$ cat config.mk
export PLATFORM = sky130hd
export DESIGN_NAME = bcd_counter_2digit
export DESIGN_NICKNAME = d
export VERILOG_FILES = /design/src/rtl/bcd_counter_2digit.sv
export SDC_FILE = /design/constraint.sdc
export NUM_CORES = 1
export LEC_CHECK = 0
export ABC_AREA = 1
export CAP_MARGIN = 30
export CORE_MARGIN = 4
export CORE_UTILIZATION = 40
export CTS_CLUSTER_DIAMETER = 40
export DETAILED_ROUTE_END_ITERATION = 6
export PLACE_DENSITY = 0.54
export SYNTH_ARGS = -nofsm -noshare
export SYNTH_HDL_FRONTEND = slang
export SYNTH_SLANG_ARGS = --single-unit
$ cat constraint.sdc
create_clock -name clk -period 2.55 [get_ports clk]
set_clock_uncertainty 0.2 [all_clocks]
set_input_delay 0.255 -clock clk [delete_from_list [all_inputs] [get_ports clk]]
set_output_delay 0.255 -clock clk [all_outputs]
set_load 0.05 [all_outputs]
$ cat src/rtl/bcd_counter_2digit.sv
// Two-digit BCD counter with tick prescaler, debounced start/stop and clear keys, and a STOP/RUN controller.
// Optional build macro COUNTER_DOWN_EN adds a dir input (1 = count down).
module bcd_counter_2digit #(
  parameter int unsigned CLK_HZ       = 12_000_000,
  parameter int unsigned TICK_HZ      = 1,
  parameter int unsigned DEBOUNCE_CYC = 240_000,
  parameter int unsigned MAX_COUNT    = 99
) (
  input  logic       clk,
  input  logic       rst_n,
  input  logic       key_start,
  input  logic       key_clr,
`ifdef COUNTER_DOWN_EN
  input  logic       dir,
`endif
  output logic [3:0] data1,
  output logic [3:0] data2,
  output logic       running,
  output logic       wrap
);

  localparam int unsigned PERIOD   = CLK_HZ / TICK_HZ;
  localparam int unsigned PW       = (PERIOD > 1) ? $clog2(PERIOD) : 1;
  localparam int unsigned CW       = $clog2(DEBOUNCE_CYC + 1);
  localparam logic [3:0]  MAX_TENS = 4'(MAX_COUNT / 10);
  localparam logic [3:0]  MAX_ONES = 4'(MAX_COUNT % 10);

  typedef enum logic {
    STOP = 1'b0,
    RUN  = 1'b1
  } state_t;

  state_t          state_q, state_d;
  logic [1:0]      key_raw, sync1, sync2, level, level_q, press;
  logic [CW-1:0]   db_cnt [2];
  logic [PW-1:0]   presc;
  logic            start_press, clr_press, tick, down;

  // Bit 0 = start key, bit 1 = clear key; both active-low.
  assign key_raw = {key_clr, key_start};

  // A key level is accepted only after the synchronised input differs from it
  // for DEBOUNCE_CYC consecutive cycles; any return to the accepted level restarts the count.
  always_ff @(posedge clk or negedge rst_n) begin
    if (!rst_n) begin
      sync1   <= '1;
      sync2   <= '1;
      level   <= '1;
      level_q <= '1;
      for (int unsigned i = 0; i < 2; i++) db_cnt[i] <= '0;
    end else begin
      sync1   <= key_raw;
      sync2   <= sync1;
      level_q <= level;
      for (int unsigned i = 0; i < 2; i++) begin
        if (sync2[i] == level[i]) begin
          db_cnt[i] <= '0;
        end else if (db_cnt[i] == CW'(DEBOUNCE_CYC - 1)) begin
          level[i]  <= sync2[i];
          db_cnt[i] <= '0;
        end else begin
          db_cnt[i] <= db_cnt[i] + 1'b1;
        end
      end
    end
  end

  assign press       = level_q & ~level;
  assign start_press = press[0];
  assign clr_press   = press[1];

`ifdef COUNTER_DOWN_EN
  assign down = dir;
`else
  assign down = 1'b0;
`endif

  assign tick    = (state_q == RUN) && (presc == PW'(PERIOD - 1));
  assign running = (state_q == RUN);

  always_ff @(posedge clk or negedge rst_n) begin
    if (!rst_n) state_q <= STOP;
    else        state_q <= state_d;
  end

  always_comb begin
    state_d = state_q;
    if (clr_press)        state_d = STOP;
    else if (start_press) state_d = (state_q == RUN) ? STOP : RUN;
  end

  // Prescaler only advances while staying in RUN, so the first tick lands one full period after entry.
  always_ff @(posedge clk or negedge rst_n) begin
    if (!rst_n)                                           presc <= '0;
    else if (clr_press || state_q != RUN || state_d != RUN) presc <= '0;
    else if (tick)                                         presc <= '0;
    else                                                   presc <= presc + 1'b1;
  end

  always_ff @(posedge clk or negedge rst_n) begin
    if (!rst_n) begin
      data1 <= '0;
      data2 <= '0;
      wrap  <= 1'b0;
    end else begin
      wrap <= 1'b0;
      if (clr_press) begin
        data1 <= '0;
        data2 <= '0;
      end else if (tick) begin
        if (down) begin
          if (data1 == 4'd0 && data2 == 4'd0) begin
            data1 <= MAX_TENS;
            data2 <= MAX_ONES;
            wrap  <= 1'b1;
          end else if (data2 == 4'd0) begin
            data2 <= 4'd9;
            data1 <= data1 - 1'b1;
          end else begin
            data2 <= data2 - 1'b1;
          end
        end else begin
          if (data1 == MAX_TENS && data2 == MAX_ONES) begin
            data1 <= '0;
            data2 <= '0;
            wrap  <= 1'b1;
          end else if (data2 == 4'd9) begin
            data2 <= '0;
            data1 <= data1 + 1'b1;
          end else begin
            data2 <= data2 + 1'b1;
          end
        end
      end
    end
  end

endmodule

==> results.txt <==
----------------------------------------------------
[Worst setup path]
  Critical path buffer and inverter count ... 1
  CP endpoint kind ... primary output
  Worst stage delay on the critical path ... 0.85 ns
  Cell with the biggest individual delay on the critical path ... clkdlybuf4s50_1
  Worst path arrival time ... 1.68 ns
  Critical Path Start Type ... register
  Highest net fanout along the worst path ... 7
  Startpoint of the worst-slack reg-to-reg timing path ... level[0]
  Required @ worst endpoint ... approximately 2.1 ns
  Worst Reg-to-Reg Cells ... 8
  CP delay by family, top ... buffers and inverters
  Ordered cell list for the critical path ... clkdlybuf4s50_1
  Startpoint of the worst setup timing path ... data1[0]
  Stages on worst setup path ... 1
  Category of the critical setup timing path ... reg -> out

[Global route]
  Maximum number of pins on one net before global-route repair ... 33
  Aggregate global-route resource usage ... 0.149
  First-pass GRT wire length ... 15300 um
  Vias in the first global route ... 3362
  Global route overflow ... 0
  Antenna violations before repair ... 0

[Drt]
  Routed wire per std cell ... around 12 um
  Post-detailed-route count of antenna-violating nets ... 0
  Detailed-route vias per instance ... 4.73
  Routed vias ... 3411
  Number of design rule violations left after detail routing ... 0
  Starting DRT DRC Count ... 184
  Pre-antenna DRT Iters ... 6
  Routed wire length ... 8780 um

[CTS]
  Post-cts sizing count ... 0
  Number of buffers on the longest clock path ... 2
  Number of buffers created by CTS ... 9
  CTS tree ... built
  Insertion delay to the later sink of the worst-skew pair ... 0.36 ns
  Post-CTS Setup Repair Bufs ... 0
  Hold Buf Count CTS ... 1
  Clock Tree Root ... clkbuf_8
  Deepest level of the CTS H-tree ... 3
  Clock Sinks ... 78
  Worst-path clk slew ... 0.09 ns

[Power and ir drop]
  Static leakage power ... 2.07 nW
  Maximum ir drop on the vdd rail ... around 0.19 mV
  Portion of total power attributed to combinational logic ... 0.028
  Int Power ... 1.73 mW
  Sequential share of power ... 0.553
  Power per standard cell area ... 473 nW/um2
  Clock network fraction of design power ... 0.419
  Switching Share ... 0.240
  Net switching power ... around 0.55 mW

[Logic synthesis]
  Count of unique library cells instantiated by Yosys ... 32
  #FFs+latches synth ... 78
  Count of warnings emitted by yosys ... 0
  Leading area contributor after synthesis ... dfrtp_1
  Post-synthesis cell count ... 554
  Post-synthesis instance area ... 4290 um2
  Top cells by area, synth ... dfrtp_1 (41%), nor2_1 (10%), nand2_1 (10%), inv_1 (6.0%), dfstp_2 (4.9%)
  Post-Synthesis Mean Instance Area ... 7.74 um2
  Sequential element share of the synthesized area ... 0.457
  Synthesized Nets ... 565
  Area share of the largest cell type after synthesis ... 0.408

[Finish]
  Signed area change from the synthesized netlist to the final layout ... 12.0%
  Layout Nets ... around 590
  Antenna diode instance count ... 0
  Utilization of the core after routing ... 0.463
  Final Cell Area ... 4800 um2
  Non-filler cells in the finished layout ... between 700 and 800
  Layout cell share with drive strength beyond 1 ... 0.115

[Die]
  Die height ... 112 um
  Cell Rows ... 37
  Initial core utilization ... 0.414
  Area inside the core boundary ... ~10000 um2
  Die Footprint ... around 12000 um2
  Die width ... 112 um
  I/O pins ... 14

[Timing]
  Min cycle time layout ... 2.14 ns
  Worst setup margin ... 0.414 ns
  Max Freq ... approximately 470 MHz
  Unrepaired setup endpoints after global routing ... false
  Slew margin rel. ... 0.660
  Final Cycle Share ... 0.838
  Final setup violation count ... 0
  Number of max-slew violations in the final report ... 0
  Final hold violation count ... 0
  Actual slew at the worst max-slew pin ... 0.508 ns
  Summed negative setup slack over all endpoints ... 0 ns

[Placed design]
  DP Area ... 4600 um2
  DP HPWL ... 6490 um
  Buffers on Ports ... 13
  GP Congestion ... 0.840
  Instance count after placement with tap cells included ... 704
  Worst-case setup slack after placement ... approximately 0.65 ns

[Hold path]
  Hold Path Depth ... 1
  Beginning of the worst hold path ... key_start
  Hold Path Class ... in -> reg

[Job]
  Count of maximum capacitance violations ... 0

[Outcome]
  Status ... completed

----------------------------------------------------
-- placed cells by master, fill, tap and decap left out, drive strengths merged, types with 7 or more instances in the layout --
master	Yosys	layout
a21oi	17	17
clkbuf	0	10
clkdlybuf4s50	0	12
dfrtp	70	70
dfstp	8	8
ha	7	7
inv	70	72
nand2	124	124
nand3	35	35
nand4	11	11
nor2	137	137
nor3	28	28
o21ai	9	9
xnor2	7	7
xor2	17	17
-- cells by family (layout without fill, tap and decap cells) --
group / Yosys count / after routing / synth area share
AOI/OAI and AO/OA: 27 / 27 / 0.0336
and+or+nand+nor: 344 / 344 / 0.369
xor gates and xnor gates: 24 / 24 / 0.0490
adders and majority gates: 7 / 7 / 0.0204
DFF: 78 / 78 / 0.457
buffers and inverters: 74 / 105 / 0.0706
-- power by group through the flow --
stage	clock [mW]	sequential (mW)	combinational (mW)
finish	0.953	1.26	0.0626
global route	1.04	1.26	0.0746
CTS	0.994	1.26	0.0659
detailed placement	0	1.28	0.0643
global placement	0	1.28	0.0640
floorplan	0	1.28	0.0228
-- metrics by stage --
stage | total power [mW] | hold slack (ns)
floorplan | 1.30 | -0.241
global placement | 1.35 | 0.0263
detailed placement | 1.35 | 0.0282
CTS | 2.32 | 0.0688
global route | 2.37 | 0.0702
finish | 2.27 | 0.0955
-- final cells by class --
cell class | count | area (um2)
flip-flops and latches | 78 | 1960
multi-input cells | 402 | 2020
clock buffers | 10 | 128
repair buffers | 19 | 188
well taps | 136 | 170
fillers | 1057 | 5570
clock inverters | 6 | 70.1
inverters | 70 | 263
-- worst paths after layout --
check                             end  slack, ns
max reg2reg                 presc[23]       0.64
max                          data1[0]       0.41
max in group asynchronous  db_cnt[16]       1.38
min reg2reg                  sync2[0]       0.16
min in group asynchronous    data2[3]       0.17
min                          sync1[0]        0.1
-- layer usage --
layer,share of wire,GRT usage
met1,0.51,0.196
met2,0.45,0.242
met3,0.022,0.0228
met4,0.020,0.0746
met5,0,0
-- sequential cells by signal, indices dropped and copies added, names as in the netlist --
signal / flops
db_cnt: 36
presc: 24
data1: 4
data2: 4
level: 2
level_q: 2
sync1: 2
sync2: 2
running: 1
wrap: 1
-- Yosys cell counts --
| library cell | number |
|---|---|
| nand3_2 | 1 |
| nand2_4 | 5 |
| nand2_2 | 4 |
| o21ai_1 | 2 |
| nand2_1 | 115 |
| a31oi_1 | 1 |
| nor2_2 | 13 |
| nor3b_1 | 2 |
| nor3_2 | 5 |
| buf_4 | 2 |
| xnor2_1 | 7 |
| ha_1 | 7 |
| nand3b_1 | 3 |
| inv_1 | 68 |
| nor2_8 | 1 |
| nor2_4 | 4 |
| buf_2 | 1 |
| dfstp_2 | 8 |
| nand4_1 | 11 |
| dfrtp_1 | 70 |
| nor3_1 | 23 |
| xor2_1 | 17 |
| o21ai_0 | 6 |
| inv_2 | 2 |
| a21oi_1 | 16 |
| a21oi_2 | 1 |
| or2_2 | 1 |
| buf_12 | 1 |
| and3_1 | 3 |
| o21ai_2 | 1 |
| nor2_1 | 119 |
| nand3_1 | 34 |
-- worst reg2reg max path, delay by kind of cell (launching register included) --
kind / cells / cell delay [ns]
AND/OR/NAND/NOR: 5 / 0.67
flip-flops: 1 / 0.55
buffers and inverters: 3 / 0.43
Note: power is estimated with default switching activity, not from simulation.
